`config.mk`:
```
export PLATFORM = sky130hd
export DESIGN_NAME = ama_err_monitor_8bit
export DESIGN_NICKNAME = d
export VERILOG_FILES = /design/src/rtl/ama_err_monitor_8bit.sv
export SDC_FILE = /design/constraint.sdc
export NUM_CORES = 1
export LEC_CHECK = 0
export CAP_MARGIN = 20
export CORE_MARGIN = 4
export CORE_UTILIZATION = 50
export CTS_CLUSTER_DIAMETER = 120
export CTS_CLUSTER_SIZE = 30
export DETAILED_ROUTE_END_ITERATION = 10
export PLACE_DENSITY = 0.77
export SLEW_MARGIN = 10
export SYNTH_ARGS = -nofsm -noshare
export SYNTH_HDL_FRONTEND = slang
export SYNTH_SLANG_ARGS = --single-unit
export TNS_END_PERCENT = 100
```
`constraint.sdc`:
```
create_clock -name clk -period 5.05 [get_ports clk]
set_input_delay 1.01 -clock clk [delete_from_list [all_inputs] [get_ports clk]]
set_output_delay 1.01 -clock clk [all_outputs]
set_load 0.005 [all_outputs]
```
`src/rtl/ama_err_monitor_8bit.sv`:
```
// Error-statistics monitor for an 8-bit approximate adder slice.
// Each accepted sample is compared with the exact sum, and the error distance is accumulated over a programmable window.
module ama_err_monitor_8bit #(
  parameter int WINDOW = 256,
  parameter int CNT_W  = 16,
  parameter int SUM_W  = 24
) (
  input  logic             clk,
  input  logic             rst_n,
  input  logic             start,
  input  logic             in_valid,
  output logic             in_ready,
  input  logic [7:0]       A,
  input  logic [7:0]       B,
  input  logic             Cin,
  input  logic [7:0]       S_appr,
  input  logic             Cout_appr,
  output logic             busy,
  output logic             done,
  output logic [CNT_W-1:0] sample_cnt,
  output logic [CNT_W-1:0] err_cnt,
  output logic [SUM_W-1:0] ed_sum,
  output logic [8:0]       ed_max
);

  localparam logic [CNT_W-1:0] WIN = CNT_W'(WINDOW);

  typedef enum logic [1:0] {
    IDLE,
    RUN,
    DONE
  } state_e;

  state_e           state_q, state_d;
  logic [CNT_W-1:0] acc_q, acc_d;
  logic [CNT_W-1:0] sample_cnt_q, sample_cnt_d;
  logic [CNT_W-1:0] err_cnt_q, err_cnt_d;
  logic [SUM_W-1:0] ed_sum_q, ed_sum_d;
  logic [8:0]       ed_max_q, ed_max_d;

  // Stage-1 sample registers.
  logic             s1_vld_q;
  logic [7:0]       s1_a_q, s1_b_q;
  logic             s1_cin_q;
  logic [8:0]       s1_appr_q;

  logic             accept;
  logic             start_run;
  logic [8:0]       exact;
  logic [8:0]       ed;
  logic [SUM_W:0]   sum_ext;

  assign busy      = (state_q == RUN);
  assign done      = (state_q == DONE);
  assign in_ready  = busy && (acc_q < WIN);
  assign accept    = in_valid && in_ready;
  assign start_run = start && (state_q != RUN);

  // Stage-2 arithmetic: exact 9-bit sum and absolute error distance.
  always_comb begin
    exact   = 9'(s1_a_q) + 9'(s1_b_q) + 9'(s1_cin_q);
    ed      = (exact >= s1_appr_q) ? (exact - s1_appr_q) : (s1_appr_q - exact);
    sum_ext = {1'b0, ed_sum_q} + (SUM_W + 1)'(ed);
  end

  // NOTE: every always_comb output gets a default first, otherwise the
  // branches that leave it unassigned would infer a latch.
  always_comb begin
    state_d      = state_q;
    acc_d        = acc_q;
    sample_cnt_d = sample_cnt_q;
    err_cnt_d    = err_cnt_q;
    ed_sum_d     = ed_sum_q;
    ed_max_d     = ed_max_q;

    if (s1_vld_q) begin
      sample_cnt_d = sample_cnt_q + CNT_W'(1);
      if (ed != 9'd0) err_cnt_d = err_cnt_q + CNT_W'(1);
      ed_sum_d = sum_ext[SUM_W] ? {SUM_W{1'b1}} : sum_ext[SUM_W-1:0];
      if (ed > ed_max_q) ed_max_d = ed;
      // The last sample of the window retires on the same edge that enters DONE.
      if (acc_q == WIN) state_d = DONE;
    end

    if (accept) acc_d = acc_q + CNT_W'(1);

    if (start_run) begin
      state_d      = RUN;
      acc_d        = '0;
      sample_cnt_d = '0;
      err_cnt_d    = '0;
      ed_sum_d     = '0;
      ed_max_d     = '0;
    end
  end

  // NOTE: sequential state uses non-blocking assignments so every register
  // samples the pre-edge values regardless of statement order.
  always_ff @(posedge clk or negedge rst_n) begin
    if (!rst_n) begin
      state_q      <= IDLE;
      acc_q        <= '0;
      sample_cnt_q <= '0;
      err_cnt_q    <= '0;
      ed_sum_q     <= '0;
      ed_max_q     <= '0;
      s1_vld_q     <= 1'b0;
    end else begin
      state_q      <= state_d;
      acc_q        <= acc_d;
      sample_cnt_q <= sample_cnt_d;
      err_cnt_q    <= err_cnt_d;
      ed_sum_q     <= ed_sum_d;
      ed_max_q     <= ed_max_d;
      s1_vld_q     <= accept;
    end
  end

  // NOTE: the stage-1 payload has no reset; it is only consumed while
  // s1_vld_q is set, and s1_vld_q is reset.
  always_ff @(posedge clk) begin
    if (accept) begin
      s1_a_q    <= A;
      s1_b_q    <= B;
      s1_cin_q  <= Cin;
      s1_appr_q <= {Cout_appr, S_appr};
    end
  end

  assign sample_cnt = sample_cnt_q;
  assign err_cnt    = err_cnt_q;
  assign ed_sum     = ed_sum_q;
  assign ed_max     = ed_max_q;

endmodule

```
* After elaboration in Yosys (flattened, before gate mapping)
Cells that the tools add are included.
** Operators by class
- Mux-type cells :: 17
- Add/sub/neg operators :: 8
- Reductions and logical operators :: 12
- Equal/unequal tests :: 4
- $lt $le $gt $ge :: 3
** Operators by type and width (count)
- 16-bit two-way mux :: 7
- 24-bit two-way mux :: 3
- 16-bit by 1-bit adder with 16-bit output, second input constant :: 3
- 9-bit two-way mux :: 4
- 24-bit by 9-bit adder with 25-bit output :: 1
- 9-bit subtractor :: 2
- 16-bit by 9-bit equality test with 1-bit output, second input constant :: 1
- 16-bit by 9-bit < comparator with 1-bit output, second input constant :: 1
- 2-bit nonzero test :: 5
- 8-bit by 8-bit adder with 9-bit output :: 1
- 9-bit by 1-bit adder with 9-bit output :: 1
- 9-bit >= comparator :: 1
- 9-bit greater-than comparator :: 1
- 9-bit nonzero test :: 1
- 2-bit two-way mux :: 3
- 2-bit AND reduction :: 3
- 1-bit logical AND :: 3
- 2-bit by 1-bit equality test with 1-bit output, second input constant :: 1
- 2-bit equality test, second input constant :: 1
- 2-bit by 1-bit inequality test with 1-bit output, second input constant :: 1
** Word-level totals
- Logic and storage cells :: 55
- Output and inout port bits :: 68
- Register bits :: 110
- Bits of input ports :: 30

* Depth between registers and ports, before layout
Gate-level depths: netlist of the first run.
- Word-level depth :: 8
- Depth in mapped cells :: 28
- Gate-level depth less buffers :: 27

* Worst setup path before layout of the first run
OpenSTA, ideal clock, no wires.
- Path kind :: flip-flop to flip-flop
- From :: register s1_a_q[0]
- To :: register ed_sum_q[11] (netlist: ed_sum[11])
- Path buffers :: 2
- Stages on the path, launching flop included :: 28
- Clock period less this slack :: 5378 ps
- Setup slack :: -328 ps
- Data required time :: 4956 ps
- Data arrival time :: 5285 ps
- Library setup time :: 94 ps
- Cells stage by stage :: edfxtp_1 fa_1 a21o_1 a21oi_1 o21bai_1 a21oi_1 o21bai_1 a21oi_1 xnor2_1 ha_1 buf_6 a21oi_2 o211ai_1 a21oi_2 nand2_2 mux2i_1 inv_1 fa_1 nor2b_1 o21ai_0 a21oi_1 o311ai_0 a21o_1 or2_2 buf_6 a21oi_1 nor2_1 a211oi_1
** On the way
- Cells in the longest elaborated chain, start to end :: 8
- Elaborated cells on any way between the ends :: 10
- Those cells by class :: add/sub (5); order compare (1); mux (4)
** RTL lines
- from (decl) :: RTL line 43 : logic [7:0] s1_a_q, s1_b_q;
- from (signal assigned) :: RTL line 123 : s1_a_q <= A;
- 8-bit by 8-bit adder with 9-bit output * :: RTL line 61 : exact = 9'(s1_a_q) + 9'(s1_b_q) + 9'(s1_cin_q);
- 9-bit by 1-bit adder with 9-bit output * :: RTL line 61
- 9-bit subtractor or 9-bit >= comparator (tied branches) :: RTL line 62 : ed = (exact >= s1_appr_q) ? (exact - s1_appr_q) : (s1_appr_q - exact);
- 9-bit two-way mux * :: RTL line 62
- 24-bit by 9-bit adder with 25-bit output * :: RTL line 63 : sum_ext = {1'b0, ed_sum_q} + (SUM_W + 1)'(ed);
- 24-bit two-way mux * :: RTL line 79 : ed_sum_d = sum_ext[SUM_W] ? {SUM_W{1'b1}} : sum_ext[SUM_W-1:0];
- 24-bit two-way mux * :: RTL line 76 : if (s1_vld_q) begin
- 24-bit two-way mux * :: RTL line 87 : if (start_run) begin
- to (signal assigned) :: RTL line 113 : ed_sum_q <= ed_sum_d;
- to (decl) :: RTL line 38 : logic [SUM_W-1:0] ed_sum_q, ed_sum_d;
Mark *: on every way between the ends. The rest lies on a longest branch, timed or not. The select of a mux whose other input is x is not followed.
A chain may end at the register's enable or synchronous reset.

* Worst setup path in the final report of the first run
Ends and elaborated chain as after synthesis.

==> metrics.md, run 1 <==
| Metric | Value |
|---|---|
| Status | finished with violations |
| Failing checks | negative setup slack |
| CP Max Fanout | 7 |
| Sinks on Clock Net | 110 |
| Setup crit end kind | flop |
| #FFs+latches synth | 110 |
| Reg2reg path depth | 25 |
| Ys async rst share | 0.7636 |
| Avg Cell Area, Syn | 9.883 um^2 |
| Setup TNS | -1.053 ns |
| Psw | 1870 uW |
| Register area share after synthesis | 0.4290 |
| Initial core utilization | 0.5095 |
| Drt pass-1 iters | 4 |
| Power Density | 531.7 nW/um^2 |
| Core Rows | 42 |
| Worst Hold Depth | 1 |
| Critical Path AT | 5.42 ns |
| Post-Layout Cell Count | 1008 |
| Post-Route WL | 15850 um |
| Synth Instances | 680 |
| Synthesized cell area | 6720 um^2 |
| Hold Path Class | reg -> reg |
| H-tree levels | 3 |
| Final Instance Area | 8934 um^2 |
| Top Ports | 98 |
| Commonest non-fill, non-tap cell in the layout | clkdlybuf4s50_1 |
| Final Hold Viols | 0 |
| RSZ-0062 raised after global routing | true |
| Via-to-Cell Ratio | 5.566 |
| RePlAce Congestion | 0.9300 |
| Sequential share of power | 0.275 |
| Number of global-route vias before repair | 5385 |
| Syn-to-layout area delta | 32.94% |
| Inserted Diodes | 0 |
| CTS tree | yes |
| Layout cells sized above 1 | 0.2043 |
| Layout Nets | 909 |
| Path length in cells of the critical path | 25 |
| Hpwl dp | 11270 um |
| Slew @ Worst Pin | 0.8106 ns |
| Required @ worst endpoint | 5.31 ns |
| Clock Latency Late Sink | 0.35 ns |
| Worst VDD drop | 0.0002843 V |
| CTS root buffer | clkbuf_16 |
| Crit-path slowest cell | edfxtp_1 |
| WL/cell | 15.73 um |
| Grt ovf | 0 |
| Utilization after layout | 0.6773 |
| Routed Antenna Nets | 0 |
| Die width | 123.9 um |
| Die H | 123.9 um |
| Crit path max-delay family | compound AO/OA/AOI/OAI gates |
| Dpl cells | 974 |
| Ys flop type | dfrtp_1 |
| Max Cap Viol | 0 |
| Worst path bufs/invs | 4 |
| CP Launch Type | flop |
| Initial antenna violation count | 0 |
| EDFF count, synth | 26 |
| Logic pwr share | 0.575 |
| Core Region | 13190 um^2 |
| TritonCTS Buffers | 9 |
| Clock Path Buffers | 2 |
| Crit Path Class | reg -> reg |
| Max-slew violations | 0 |
| PortBufs | 97 |
| Syn Nets | 762 |
| Sw Ratio | 0.3937 |
| CP max stage delay | 0.41 ns |
| DRC viols | 0 |
| Worst-path clk slew | 0.08 ns |
| Pint | 2880 uW |
| Initial DRC count | 546 |
| Cell mode on critical path | a21oi_2 |
| Final Power | 4750 uW |
| Clk pwr share | 0.150 |
| Minimum clock period | 5.168 ns |
| DP Area | 8165 um^2 |
| Relative slew slack | 0.4596 |
| Post-synth cell types | 63 |
| First-pass GRT wire length | 25580 um |
| Fmax | 193.5 MHz |
| Syn. warnings | 0 |
| Fin Clk Skew | 0.01177 ns |
| Leakage | 0.003915 uW |
| Period utilization | 1.023 |
| Setup violations, final | 18 |
| Die area | 15360 um^2 |
| Largest net degree at the start of global routing | 85 |
| Most frequent cells in the layout | clkdlybuf4s50_1 (96), dfrtp_1 (84), buf_4 (61) |
| Overall Global Routing Usage | 0.2062 |
| Vias | 5611 |
| PnR worst setup slack | -0.1180 ns |
## through the flow
step                      worst slack (ns)  hold slack, ns
after floorplan                  -0.007820          0.4539
after global placement            -0.04928          0.4704
after detailed placement           -0.1934          0.4764
after CTS                         -0.06525          0.4956
after global routing               -0.4688          0.5174
final                              -0.1180          0.4933
## state kept, by name, indices dropped and copies added (netlist names)
signal and flops:
ed_sum 24, state_q 2, err_cnt 16, s1_vld_q 1, s1_cin_q 1, s1_appr_q 9
s1_a_q 8, s1_b_q 8, sample_cnt 16, ed_max 9, acc_q 16
## worst paths after layout
check / slack (ns) / to / from
worst max-delay path: -0.12 / ed_sum[11]$_DFFE_PN0P_ / s1_a_q[0]$_DFFE_PP_
worst min-delay path: 0.49 / acc_q[13]$_DFFE_PN0P_ / acc_q[13]$_DFFE_PN0P_
worst max register to register: -0.12 / ed_sum[11]$_DFFE_PN0P_ / s1_a_q[0]$_DFFE_PP_
worst min register to register: 0.49 / acc_q[13]$_DFFE_PN0P_ / acc_q[13]$_DFFE_PN0P_
max in group asynchronous: 3.82 / acc_q[0]$_DFFE_PN0P_ / rst_n
min in group asynchronous: 0.61 / err_cnt[12]$_DFFE_PN0P_ / rst_n
## power by group through the flow
stage | Clock, uW | Sequential [uW] | Combinational (uW)
floorplan | 0 | 1270 | 1430
global placement | 0 | 1300 | 2240
detailed placement | 0 | 1310 | 2300
CTS | 731 | 1300 | 2420
global route | 772 | 1330 | 3020
finish | 714 | 1310 | 2730
## per-layer routing
metal	vias to the layer above	GRT usage	share of wire
met2	153	0.3393	0.50
met4	0	0.06160	0.016
met1	2719	0.2770	0.44
li1	2718	-	-
met5	-	0	0
met3	21	0.04133	0.049
## synth_stat cells, drive strengths merged, types with 13 or more instances
library cell | n | share of area
nand3 | 19 | 0.014
edfxtp | 26 | 0.12
a21oi | 48 | 0.037
nor3 | 13 | 0.0097
nor2 | 59 | 0.033
o21ai | 46 | 0.034
inv | 49 | 0.027
dfrtp | 84 | 0.31
xnor2 | 14 | 0.018
and3 | 20 | 0.019
ha | 47 | 0.088
nand2 | 32 | 0.018
a211oi | 13 | 0.015
clkbuf | 17 | 0.0095
xor2 | 28 | 0.036
nand4 | 15 | 0.014
## area by class of cell
cell class                      count  area (um^2)
Timing Repair Buffer              164         1514
Inverter                           50        187.7
Tap cell                          176        220.2
Fill cell                         971         4257
Clock buffer                       10        239.0
Multi-Input combinational cell    492         3829
Sequential cell                   110         2883
Clock inverter                      6        61.31
## repair_timing
action                     in CTS  in global routing
buffers inserted               11                  7
hold buffers                    0                  0
resized for setup              20                 54
hold endpoints to repair        0                  0
setup endpoints to repair      25                 33
cloned                          0                  1
pin swaps                      27                 48
## cells by family after synthesis
kind of cell               count (synthesis)  share of synthesized area
and+or+nand+nor                          208                     0.1620
AOI/OAI and AO/OA                        176                     0.1797
DFF                                      110                     0.4290
buffers and inverters                     79                    0.05176
adders and majority gates                 52                     0.1024
xor gates and xnor gates                  42                    0.05474
muxes                                     13                    0.02048
Note: power is estimated with default switching activity, not from simulation.
==> run 2: changes to the inputs <==
--- a/config.mk
+++ b/config.mk
@@ -11,7 +11,7 @@
 export CTS_CLUSTER_DIAMETER = 120
 export CTS_CLUSTER_SIZE = 30
 export DETAILED_ROUTE_END_ITERATION = 10
-export PLACE_DENSITY = 0.77
+export PLACE_DENSITY_LB_ADDON = 0.25
 export SLEW_MARGIN = 10
 export SYNTH_ARGS = -nofsm -noshare
 export SYNTH_HDL_FRONTEND = slang
==> run 2 against run 1 <==
The run still ends with negative setup slack left. Highest routed layer unchanged. Critical path type unchanged. Clock skew fell by 0.00072 ns. Critical path depth rose by 1. Die area did not move. Via count rose by 2.3%. Largest cell class unchanged. Clock-buffer cell count fell by 1. Register-to-register slack improved by 0.07 ns.
==> metrics.md, run 2 (synthesized netlist as in run 1, its figures left out) <==
| Metric | Value |
|---|---|
| Status | finished with violations |
| Failing checks | negative setup slack |
| Commonest non-fill, non-tap cell in the layout | clkdlybuf4s50_1 |
| Number of global-route vias before repair | 5573 |
| Met3 Wirelength | 711 um |
| Pre-CTS WS | -0.2271 ns |
| TritonCTS Buffers | 9 |
| Vias | 5742 |
| CTS tree | yes |
| Final Hold Viols | 0 |
| Core Region | 13190 um^2 |
| Most frequent cells in the layout | clkdlybuf4s50_1 (96), dfrtp_1 (84), buf_4 (67) |
| CTS root buffer | clkbuf_16 |
| Setup violations, final | 1 |
| Relative slew slack | 0.4076 |
| Required @ worst endpoint | 5.27 ns |
| PortBufs | 97 |
| Dpl cells | 976 |
| Cts hold-fix bufs | 0 |
| Inserted Diodes | 0 |
| DRC viols | 0 |
| Hpwl dp | 11570 um |
| Layout cells sized above 1 | 0.2064 |
| Top Ports | 98 |
| CP Max Fanout | 5 |
| Leakage | 0.003954 uW |
| Multi-input logic area | 3817 um^2 |
| Syn-to-layout area delta | 33.29% |
| Hold Path Class | reg -> reg |
| Minimum clock period | 5.101 ns |
| Sequential cell area | 2883 um^2 |
| Power Density | 527.9 nW/um^2 |
| Worst VDD drop | 0.0002384 V |
| Fillers | 1005 |
| Max-slew violations | 0 |
| Period utilization | 1.010 |
| Crit-path slowest cell | fa_2 |
| Initial core utilization | 0.5095 |
| CP Launch Type | flop |
| WL met2 | 7948 um |
| Overall Global Routing Usage | 0.2101 |
| Clock Latency Late Sink | 0.35 ns |
| Clock Path Buffers | 2 |
| CP max stage delay | 0.42 ns |
| Max Cap Viol | 0 |
| DR top layer | met4 |
| Fmax | 196.0 MHz |
| RePlAce Congestion | 0.8964 |
| Post-Layout Cell Count | 1014 |
| Largest net degree at the start of global routing | 85 |
| Slew @ Worst Pin | 0.8886 ns |
| Post-Route WL | 16240 um |
| Max reg flops | 24 |
| Routed Antenna Nets | 0 |
| WL/cell | 16.02 um |
| Initial DRC count | 449 |
| RSZ-0062 raised after global routing | true |
| Crit Path Class | reg -> reg |
| Setup crit end kind | flop |
| Die width | 123.9 um |
| PnR worst setup slack | -0.05139 ns |
| Die area | 15360 um^2 |
| Die H | 123.9 um |
| Cell mode on critical path | a21o_1 |
| Fin Clk Skew | 0.01105 ns |
| Drt pass-1 iters | 5 |
| Via-to-Cell Ratio | 5.663 |
| Grt ovf | 0 |
| Worst-path clk slew | 0.08 ns |
| Critical Path AT | 5.32 ns |
| First-pass GRT wire length | 25940 um |
| H-tree levels | 3 |
| Met1 WL | 7064 um |
| Core Rows | 42 |
| Layout Nets | 915 |
| Initial antenna violation count | 0 |
| Sinks on Clock Net | 110 |
run 2: changes by cell type in the layout (fill, tap and decap cells not counted), moves of 4 or more:
| cell | change |
|---|---|
| a211oi_1 | -4 |
| a211oi_2 | +4 |
| a21oi_2 | -4 |
| buf_4 | +6 |
| a21oi_1 | +5 |
| nor2_1 | +4 |
run 2: per-layer routing:
layer | track usage | vias up
met5 | 0 | -
met3 | 0.02679 | 48
met4 | 0.09856 | 0
met1 | 0.2793 | 2756
met2 | 0.3430 | 191
li1 | - | 2747
run 2: worst max-delay path: cells and delay by family (launching register included):
family | cells | cell delay, ns
AOI/OAI and AO/OA | 13 | 2.12
xor gates and xnor gates | 1 | 0.22
adders and majority gates | 4 | 1.18
buffers and inverters | 2 | 0.11
DFF | 1 | 0.40
muxes | 1 | 0.23
and+or+nand+nor | 5 | 0.71
run 2: cell type report:
type	instances	area share
timing repair buffer	170	0.1750
tap	176	0.02458
sequential	110	0.3218
clock inverter	7	0.006286
multi-input combinational	492	0.4262
inverter	50	0.02095
clock buffer	9	0.02514
run 2: path summary, 6_finish.rpt:
check	start	endpoint	slack, ns	depth (start not counted)
max in group asynchronous	rst_n	acc_q[0]$_DFFE_PN0P_	3.86	2
min reg2reg	acc_q[10]$_DFFE_PN0P_	acc_q[10]$_DFFE_PN0P_	0.49	1
min in group asynchronous	rst_n	err_cnt[13]$_DFFE_PN0P_	0.59	1
min	acc_q[10]$_DFFE_PN0P_	acc_q[10]$_DFFE_PN0P_	0.49	1
max reg2reg	s1_a_q[0]$_DFFE_PP_	ed_sum[14]$_DFFE_PN0P_	-0.05	26
max	s1_a_q[0]$_DFFE_PP_	ed_sum[14]$_DFFE_PN0P_	-0.05	26
run 2: report_power, final:
part	switching [uW]	internal, uW
registers	213	1090
clock network	347	343
logic	1280	1460
run 2: metrics by stage:
stage          total power, uW  utilization   TNS [ns]  hold WS [ns]  area, um^2
3_3_place_gp              3569       0.6211    -0.2285        0.4696        8193
5_1_grt                   5064       0.6791     -6.156        0.5077        8957
2_1_floorplan             2693            -  -0.007820        0.4539        6760
4_1_cts                   4503       0.6589   -0.07963        0.4958        8691
3_5_place_dp              3650       0.6211     -3.460        0.4716        8193
6_report                  4729       0.6791   -0.05139        0.4939        8957
run 2: timing repair:
item | CTS | global route
gates resized for setup | 28 | 40
pin swaps | 31 | 43
gates cloned | 0 | 1
endpoints found under the setup margin | 26 | 34
setup buffers | 15 | 8
==> run 3: changes to the inputs <==
--- a/config.mk
+++ b/config.mk
@@ -6,7 +6,6 @@
 export NUM_CORES = 1
 export LEC_CHECK = 0
 export CAP_MARGIN = 20
-export CORE_MARGIN = 4
 export CORE_UTILIZATION = 50
 export CTS_CLUSTER_DIAMETER = 120
 export CTS_CLUSTER_SIZE = 30
==> run 3 against run 2 <==
Critical path depth rose by 2. Combinational power hardly changed. First-iteration DRC count down 3.6%. Global-route usage is 2.5 points higher. Flip-flop and latch count unchanged. Critical path type unchanged. Maximum frequency decreased by 0.46%. Clock skew fell by 0.0022 ns. Power is essentially flat. Worst setup slack lost 0.024 ns. The run still ends with negative setup slack left.
==> metrics.md, run 3 (synthesized netlist as in run 1, its figures left out) <==
| Metric | Value |
|---|---|
| Status | finished with violations |
| Failing checks | negative setup slack |
| Relative slew slack | 0.3700 |
| Inserted Diodes | 0 |
| Reg-to-Reg Start | s1_b_q[0]$_DFFE_PP_ |
| Clock Path Buffers | 2 |
| Fmax | 195.1 MHz |
| Layout cells sized above 1 | 0.2128 |
| Core Rows | 41 |
| Cell mode on critical path | a21oi_2 |
| Die width | 117.9 um |
| Routed Antenna Nets | 0 |
| Utilization after layout | 0.6906 |
| Crit-path slowest cell | edfxtp_1 |
| Fin Clk Skew | 0.008819 ns |
| WL/cell | 16.36 um |
| Overall Global Routing Usage | 0.2352 |
| Number of global-route vias before repair | 5608 |
| Hold Path Class | reg -> reg |
| Die H | 117.9 um |
| Setup violations, final | 10 |
| Top Ports | 98 |
| Slew @ Worst Pin | 0.9450 ns |
| RSZ-0062 raised after global routing | true |
| Hold Path Origin | acc_q[11]$_DFFE_PN0P_ |
| Initial antenna violation count | 0 |
| Most frequent cells in the layout | clkdlybuf4s50_1 (96), dfrtp_1 (84), buf_4 (55) |
| TritonCTS Buffers | 9 |
| Commonest non-fill, non-tap cell in the layout | clkdlybuf4s50_1 |
| Worst-path clk slew | 0.08 ns |
| Sinks on Clock Net | 110 |
| Final Power | 4729 uW |
| Max-slew violations | 0 |
| CTS tree | yes |
| Drt pass-1 iters | 5 |
| RePlAce Congestion | 0.8938 |
| Max reg flops | 24 |
| Hold slack | 0.4913 ns |
| Minimum clock period | 5.125 ns |
| CP Launch Type | flop |
| Layout Nets | 904 |
| Period utilization | 1.015 |
| Largest net degree at the start of global routing | 85 |
| Clock Latency Late Sink | 0.36 ns |
| First-pass GRT wire length | 26620 um |
| Required @ worst endpoint | 5.31 ns |
| Initial core utilization | 0.5219 |
| Dpl cells | 967 |
| Hpwl dp | 11340 um |
| CP max stage delay | 0.41 ns |
| PnR worst setup slack | -0.07517 ns |
| Core Region | 12880 um^2 |
| Post-Route WL | 16340 um |
| DRC viols | 0 |
| Worst VDD drop | 0.0002883 V |
| Crit Path Class | reg -> reg |
| H-tree levels | 3 |
| Syn-to-layout area delta | 32.32% |
| CTS root buffer | clkbuf_16 |
| Max Cap Viol | 0 |
| Critical Path AT | 5.38 ns |
| Grt ovf | 0 |
| Initial DRC count | 433 |
| Via-to-Cell Ratio | 5.703 |
| Final Hold Viols | 0 |
| Setup crit end kind | flop |
| Leakage | 0.003917 uW |
| Power Density | 531.8 nW/um^2 |
| PortBufs | 97 |
| Post-Layout Cell Count | 999 |
| CP Max Fanout | 6 |
| Die area | 13910 um^2 |
| Crit. Startpoint | s1_b_q[0]$_DFFE_PP_ |
| Vias | 5697 |
==> run 3: cell count changes in the layout (fill, tap and decap cells not counted), sizes merged <==
| cell | before | now |
|---|---|---|
| inv | 53 | 51 |
| clkinv | 3 | 5 |
| clkinvlp | 1 | 0 |
| buf | 74 | 63 |
| clkbuf | 9 | 10 |
==> run 3: cell type report <==
type	instances	area, um^2
clock buffer	10	229.0
fill	969	3984
timing repair buffer	159	1473
sequential	110	2883
multi-input combinational	492	3859
clock inverter	6	46.29
tap	172	215.2
inverter	50	187.7
==> run 3: worst max-delay path, delay by kind of cell (launching register included) <==
family / cells / cell delay, ns
AOI/OAI and AO/OA: 12 / 1.79
adders and majority gates: 4 / 1.17
and+or+nand+nor: 6 / 0.89
buffers and inverters: 5 / 0.58
DFF: 1 / 0.41
xor gates and xnor gates: 1 / 0.18
==> run 3: where the power goes <==
group / total, uW / switching [uW] / internal [uW]
registers: 1300 / 212 / 1090
logic: 2740 / 1310 / 1430
clock network: 685 / 344 / 341
==> run 3: path summary, 6_finish.rpt <==
| kind | to | slack (ns) | cells past startpoint |
|---|---|---|---|
| worst min register to register | acc_q[11]$_DFFE_PN0P_ | 0.49 | 1 |
| min in group asynchronous | err_cnt[12]$_DFFE_PN0P_ | 0.63 | 1 |
| worst max-delay path | ed_sum[15]$_DFFE_PN0P_ | -0.08 | 28 |
| worst min-delay path | acc_q[11]$_DFFE_PN0P_ | 0.49 | 1 |
| worst max register to register | ed_sum[15]$_DFFE_PN0P_ | -0.08 | 28 |
| max in group asynchronous | acc_q[0]$_DFFE_PN0P_ | 3.78 | 2 |
==> run 3: through the flow <==
step	area [um^2]	setup slack [ns]	TNS (ns)
after detailed placement	8138	-0.2548	-3.064
after CTS	8581	-0.03842	-0.1315
after global placement	8138	-0.01562	-0.01562
final	8892	-0.07517	-0.3629
after global routing	8892	-0.3027	-6.045
after floorplan	6760	-0.007820	-0.007820
==> run 3: metal layers <==
layer  track usage  vias to the layer above  part of all wire  wire, um
met5             0                        -                 0         0
met4       0.08894                        0             0.020       326
met3       0.03876                       31             0.036       582
met2        0.3893                      156              0.50      8147
met1        0.3086                     2801              0.45      7284
li1              -                     2709                 -         -
==> run 3: what timing repair did <==
item | 4_1_cts | 5_1_grt
setup buffers | 8 | 9
resized for setup | 29 | 59
pin swaps | 17 | 45
hold buffers | 0 | 0
endpoints found under the setup margin | 25 | 49
cloned | 1 | 0
hold endpoints to repair | 0 | 0
==> edit 1: new RTL, config.mk and constraints of run 3 <==
Set the parameter `CNT_W` to 14 (it was 16).
--- a/src/rtl/ama_err_monitor_8bit.sv
+++ b/src/rtl/ama_err_monitor_8bit.sv
@@ -2,7 +2,7 @@
 // Each accepted sample is compared with the exact sum, and the error distance is accumulated over a programmable window.
 module ama_err_monitor_8bit #(
   parameter int WINDOW = 256,
-  parameter int CNT_W  = 16,
+  parameter int CNT_W  = 14,
   parameter int SUM_W  = 24
 ) (
   input  logic             clk,
Interface: changed (resized err_cnt and sample_cnt); port bits go from 98 to 94. The function was not compared with the original's and may differ.
==> edit 1 against run 3 <==
  * The run still ends with setup timing left
  * Sequential cell count decreased by 6
  * Non-clock buffer count is 17 higher
  * Synthesized area shrank 4.3%
  * Design area barely moved
  * Count of clock-buffer cells in the layout up 2
  * Utilization is 1.6 points higher
  * Routed wire length rose by 0.33%
  * Total power up 6.3%
  * Setup slack lost 0.25 ns
  * Combinational power is 13% higher
  * Critical path type unchanged
  * Critical endpoint is now ed_sum[14]
  * Highest routed layer unchanged
==> edit 1: results (changes against run 3) <==
- The worst hold endpoint is acc_q[12] (was acc_q[11]).
- The number of detailed-routing iterations run before antenna repair is 4 (was 5).
- The number of distinct library cell variants in the gate-level netlist after synthesis is 74 (was 63).
- The share of power burned in combinational logic is 0.614 (was 0.579).
- The buffers inserted during post-CTS setup optimization is 10 (was 8).
- The post-synth net total is 719 (was 762).
- The average via count per standard cell is 5.68 (was 5.70).
- The reg-to-reg critical path startpoint is s1_a_q[0] (was s1_b_q[0]).
- The placed wire-length estimate after detailed placement is 11.4 mm (was 11.3 mm).
- The final wirelength is 16.4 mm (was 16.3 mm).
- The met3 capacity usage during global routing is 0.0549 (was 0.0388).
- The clock skew is 0.0118 ns (was 0.00882 ns).
- The net switching power came to 1.99 mW (was 1.87 mW).
- The fraction of registers with async set or reset after synthesis was 0.750 (was 0.764).
- The switching share of power came to 0.396 (was 0.395).
- The capturing point of the worst reg2reg path is ed_sum[14] (was ed_sum[15]).
- The violation count after the first detailed-route iteration was 354 (was 433).
- The post-synthesis cell count is 637 (was 680).
- The number of placed cells counting well taps was 941 (was 967).
- Violations in the final reports: setup timing (unchanged).
- The power consumed by sequential cells was 1.24 mW (was 1.30 mW).
- The final-stage net count is 882 (was 904).
- The sequential area share after synthesis came to 0.425 (was 0.429).
- The total placed instance area is 0.00795 mm2 (was 0.00814 mm2).
- Cell types with the highest counts after synthesis: sky130_fd_sc_hd__dfrtp_1, sky130_fd_sc_hd__nor2_1, sky130_fd_sc_hd__inv_1 (unchanged).
- The total met2 wirelength after detailed routing came to 8.25 mm (was 8.15 mm).
- The maximum number of pins on one net before global-route repair came to 79 (was 85).
- Outcome: finished with violations (unchanged).
- The slack of the critical path is -0.320 ns (was -0.0752 ns).
- The data arrival time of the critical path came to 5.65 ns (was 5.38 ns).
- The number of I/O port buffers is 93 (was 97).
- The total negative slack for setup checks is -5.56 ns (was -0.363 ns).
- Largest cells by area after synthesis: sky130_fd_sc_hd__dfrtp_1, sky130_fd_sc_hd__edfxtp_1, sky130_fd_sc_hd__ha_1, sky130_fd_sc_hd__nor2_1, sky130_fd_sc_hd__xor2_1 (was sky130_fd_sc_hd__dfrtp_1, sky130_fd_sc_hd__edfxtp_1, sky130_fd_sc_hd__ha_1, sky130_fd_sc_hd__xor2_1, sky130_fd_sc_hd__a21oi_1).
- The minimum setup slack after placement is -0.435 ns (was -0.255 ns).
- The total of endpoints with negative setup slack in the final report was 32 (was 10).
- The routability congestion estimate from global placement is 0.851 (was 0.894).
- The wire length of the first global-routing pass came to 26.2 mm (was 26.6 mm).
- The length of routed wiring on met1 is 7.07 mm (was 7.28 mm).
- The worst hold slack across all endpoints is 0.490 ns (was 0.491 ns).
- The quantity of gates resized following cts is 28 (was 29).
- The total length of routed met3 wires is 763 um (was 582 um).
edit 1: changes by cell type after synthesis, moves of 4 or more:
| cell | run 3 | this run |
|---|---|---|
| sky130_fd_sc_hd__nand3_1 | 19 | 12 |
| sky130_fd_sc_hd__dfrtp_1 | 84 | 78 |
| sky130_fd_sc_hd__a211oi_1 | 13 | 7 |
| sky130_fd_sc_hd__a41oi_1 | 1 | 10 |
| sky130_fd_sc_hd__nand2b_1 | 9 | 3 |
| sky130_fd_sc_hd__a21oi_1 | 45 | 31 |
| sky130_fd_sc_hd__mux2i_1 | 10 | 14 |
| sky130_fd_sc_hd__xor2_1 | 28 | 22 |
| sky130_fd_sc_hd__o31ai_2 | 8 | 0 |
| sky130_fd_sc_hd__o21ai_0 | 45 | 20 |
edit 1: critical path, stage by stage (launching register included):
cell	delay, ns
sky130_fd_sc_hd__edfxtp_1	0.37
sky130_fd_sc_hd__fa_2	0.23
sky130_fd_sc_hd__inv_2	0.05
sky130_fd_sc_hd__fa_2	0.40
sky130_fd_sc_hd__inv_2	0.07
sky130_fd_sc_hd__a21oi_2	0.05
sky130_fd_sc_hd__o21bai_1	0.20
sky130_fd_sc_hd__a21oi_1	0.12
sky130_fd_sc_hd__o21bai_2	0.22
sky130_fd_sc_hd__xor2_2	0.26
sky130_fd_sc_hd__ha_4	0.27
sky130_fd_sc_hd__nand4_1	0.13
sky130_fd_sc_hd__nor2_2	0.07
sky130_fd_sc_hd__o31ai_4	0.28
sky130_fd_sc_hd__nand3_2	0.14
sky130_fd_sc_hd__mux2i_1	0.20
sky130_fd_sc_hd__xor2_1	0.27
sky130_fd_sc_hd__ha_1	0.30
sky130_fd_sc_hd__nor2b_1	0.14
sky130_fd_sc_hd__o21a_1	0.18
sky130_fd_sc_hd__o21a_1	0.21
sky130_fd_sc_hd__o221a_4	0.29
sky130_fd_sc_hd__o21a_4	0.21
sky130_fd_sc_hd__buf_6	0.11
sky130_fd_sc_hd__o211ai_1	0.28
sky130_fd_sc_hd__nor2_1	0.10
sky130_fd_sc_hd__nor3_1	0.18
edit 1: kinds of logic (layout without fill, tap and decap cells):
group / Yosys count / in the layout / share of synthesized area
and+or+nand+nor: 200 / 200 / 0.163
AOI/OAI and AO/OA: 153 / 153 / 0.181
DFF: 104 / 104 / 0.425
buffers and inverters: 75 / 243 / 0.0492
adders and majority gates: 52 / 52 / 0.107
xor gates and xnor gates: 38 / 38 / 0.0517
muxes: 15 / 15 / 0.0235
edit 1: layout make-up:
cell class / instances / area, um2
Inverter: 51 / 191
Fill cell: 916 / 3680
Multi-Input combinational cell: 458 / 3840
Tap cell: 172 / 215
Clock inverter: 4 / 25.0
Timing Repair Buffer: 176 / 1620
Sequential cell: 104 / 2730
Clock buffer: 12 / 267
==> edit 2: new RTL, config.mk and constraints of run 3 <==
Made on the original files. `ed_sum_q` no longer has a reset.
--- a/src/rtl/ama_err_monitor_8bit.sv
+++ b/src/rtl/ama_err_monitor_8bit.sv
@@ -102,7 +102,6 @@
       acc_q        <= '0;
       sample_cnt_q <= '0;
       err_cnt_q    <= '0;
-      ed_sum_q     <= '0;
       ed_max_q     <= '0;
       s1_vld_q     <= 1'b0;
     end else begin
@@ -110,10 +109,13 @@
       acc_q        <= acc_d;
       sample_cnt_q <= sample_cnt_d;
       err_cnt_q    <= err_cnt_d;
-      ed_sum_q     <= ed_sum_d;
       ed_max_q     <= ed_max_d;
       s1_vld_q     <= accept;
     end
+  end
+
+  always_ff @(posedge clk) begin
+    ed_sum_q <= ed_sum_d;
   end
 
   // NOTE: the stage-1 payload has no reset; it is only consumed while
Check against the original RTL: differs if rst_n is asserted again (counterexample within 4 cycles, from zero or initial values and one cycle with rst_n low); with rst_n held inactive, the same outputs for 10 cycles.
==> edit 2 against run 3 <==
  * The run still ends with setup timing left
  * Clock power is 8.3% higher
  * Synthesized area is 3.0% lower
  * Die area is 2.9% lower
  * Routed wire length decreased by 2.7%
  * Sequential cell count unchanged
  * Non-clock buffer count fell by 5
  * Total power decreased by 3.1%
  * Setup slack improved by 0.057 ns
  * Design area shrank 2.3%
  * Largest cell class unchanged
  * Largest power group unchanged
==> edit 2: results (changes against run 3) <==
- The depth of the worst register-to-register path is 26 (was 28).
- The sequential area share after synthesis is 0.424 (was 0.429).
- The average detailed-routed wire length per instance is 15.9 um (was 16.4 um).
- The peak supply drop is 283 uV (was 288 uV).
- The overall routing resource usage came to 0.240 (was 0.235).
- Largest cells by area after synthesis: sky130_fd_sc_hd__dfrtp_1, sky130_fd_sc_hd__edfxtp_1, sky130_fd_sc_hd__ha_1, sky130_fd_sc_hd__dfxtp_1, sky130_fd_sc_hd__nor2_1 (was sky130_fd_sc_hd__dfrtp_1, sky130_fd_sc_hd__edfxtp_1, sky130_fd_sc_hd__ha_1, sky130_fd_sc_hd__xor2_1, sky130_fd_sc_hd__a21oi_1).
- The multiplexer share of the synthesized area is 0.0107 (was 0.0205).
- The maximum number of pins on one net before global-route repair is 61 (was 85).
- The placed wire-length estimate after detailed placement came to 11.3 mm (about the same).
- The number of detailed-routing iterations run before antenna repair is 4 (was 5).
- The slack of the critical path was -0.0178 ns (was -0.0752 ns).
- The number of distinct library cell variants in the gate-level netlist after synthesis is 69 (was 63).
- The cell leakage power came to 3.70 nW (was 3.92 nW).
- The initial antenna violation count is 0 (unchanged).
- Violations in the final reports: setup timing (unchanged).
- The clock skew is 0.00579 ns (was 0.00882 ns).
- The most repeated cell in the gate-level netlist after synthesis is sky130_fd_sc_hd__nor2_1 (was sky130_fd_sc_hd__dfrtp_1).
- The CTS H-tree depth came to 3 (unchanged).
- The share of the synthesized netlist area taken by xor and xnor gates came to 0.0551 (was 0.0547).
- The transition at the pin with the smallest max-transition slack is 0.784 ns (was 0.945 ns).
- The global-route track usage on met2 is 0.391 (was 0.389).
- The largest fanout on the critical path was 4 (was 6).
- The met1 usage was 0.323 (was 0.309).
- The number of placed cells counting well taps is 968 (was 967).
- The number of global-route vias before repair was 5317 (was 5608).
- The worst hold slack across all endpoints came to 0.492 ns (was 0.491 ns).
- The data arrival time of the critical path was 5.30 ns (was 5.38 ns).
- The routability congestion estimate from global placement is 0.876 (was 0.894).
- Outcome: finished with violations (unchanged).
- The total negative slack for setup checks came to -0.0223 ns (was -0.363 ns).
- The wire length of the first global-routing pass is 25.4 mm (was 26.6 mm).
- The average via count per standard cell is 5.59 (was 5.70).
- Cell types with the highest counts after synthesis: sky130_fd_sc_hd__nor2_1, sky130_fd_sc_hd__dfrtp_1, sky130_fd_sc_hd__inv_1 (was sky130_fd_sc_hd__dfrtp_1, sky130_fd_sc_hd__nor2_1, sky130_fd_sc_hd__inv_1).
- The total of endpoints with negative setup slack in the final report came to 3 (was 10).
- The final-stage net count is 903 (was 904).
- The post-synth net total was 766 (was 762).
- The post-synthesis compound-gate area fraction was 0.176 (was 0.180).
- The share of synthesized cell area in full adder, half adder and majority cells is 0.107 (was 0.102).
- The fraction of registers with async set or reset after synthesis is 0.545 (was 0.764).
- The capturing point of the worst reg2reg path is ed_max[7] (was ed_sum[15]).
- The met3 capacity usage during global routing is 0.0571 (was 0.0388).
[edit 2: cell types whose count changed after synthesis, sizes merged, moves of 3 or more]
cell    change
dfxtp      +24
nand2b      -3
nor2        +6
nand2       +3
dfrtp      -24
nand4       -4
a21o        -5
mux2i       -3
xnor2       +3
mux2        -3
nor4        +4
o31ai       -4
xor2        -4
inv         +5
[edit 2: through the flow]
stage	power [mW]	area, um2	util
after detailed placement	3.45	7930	0.626
after global placement	3.39	7930	0.626
after CTS	4.30	8370	0.661
after global routing	4.90	8690	0.686
after floorplan	2.58	6560	-
final	4.58	8690	0.686
[edit 2: power by group through the flow]
stage,clock (mW),sequential [mW],combinational [mW]
after global placement,0,1.28,2.11
after global routing,0.785,1.30,2.81
after floorplan,0,1.26,1.33
after CTS,0.759,1.27,2.27
final,0.742,1.28,2.56
after detailed placement,0,1.29,2.16
[edit 2: routing by layer]
layer  routed length, um  up-vias
li1                    -     2709
met5                   0        -
met2                7830      140
met3                 817        9
met4                 116        0
met1                7140     2717
[edit 2: area by class of cell]
type                            instances  area (um2)
Clock buffer                           10         229
Fill cell                            1021        3980
Tap cell                              172         215
Inverter                               54         203
Timing Repair Buffer                  154        1420
Multi-Input combinational cell        491        3780
Clock inverter                          6        81.3
Sequential cell                       110        2760
[edit 2: cell families after synthesis]
family                     after synthesis
adders and majority gates               53
DFF                                    110
and+or+nand+nor                        221
muxes                                    7
buffers and inverters                   82
xor gates and xnor gates                41
AOI/OAI and AO/OA                      169
[edit 2: worst max-delay path by stage]
stage                            end  slack, ns  cells past startpoint
final                      ed_max[7]      -0.02                     26
after global routing      ed_sum[18]      -0.32                     27
after CTS                 ed_sum[20]      -0.04                     25
after detailed placement  ed_sum[20]      -0.22                     25
after global placement    ed_sum[11]      -0.14                     26
after floorplan           ed_sum[18]       0.02                     25
[edit 2: timing repair]
item                       4_1_cts  5_1_grt
pin swaps                       25       39
setup endpoints to repair       33       48
setup buffers                    4        8
gates resized for setup         27       47
gates cloned                     0        1
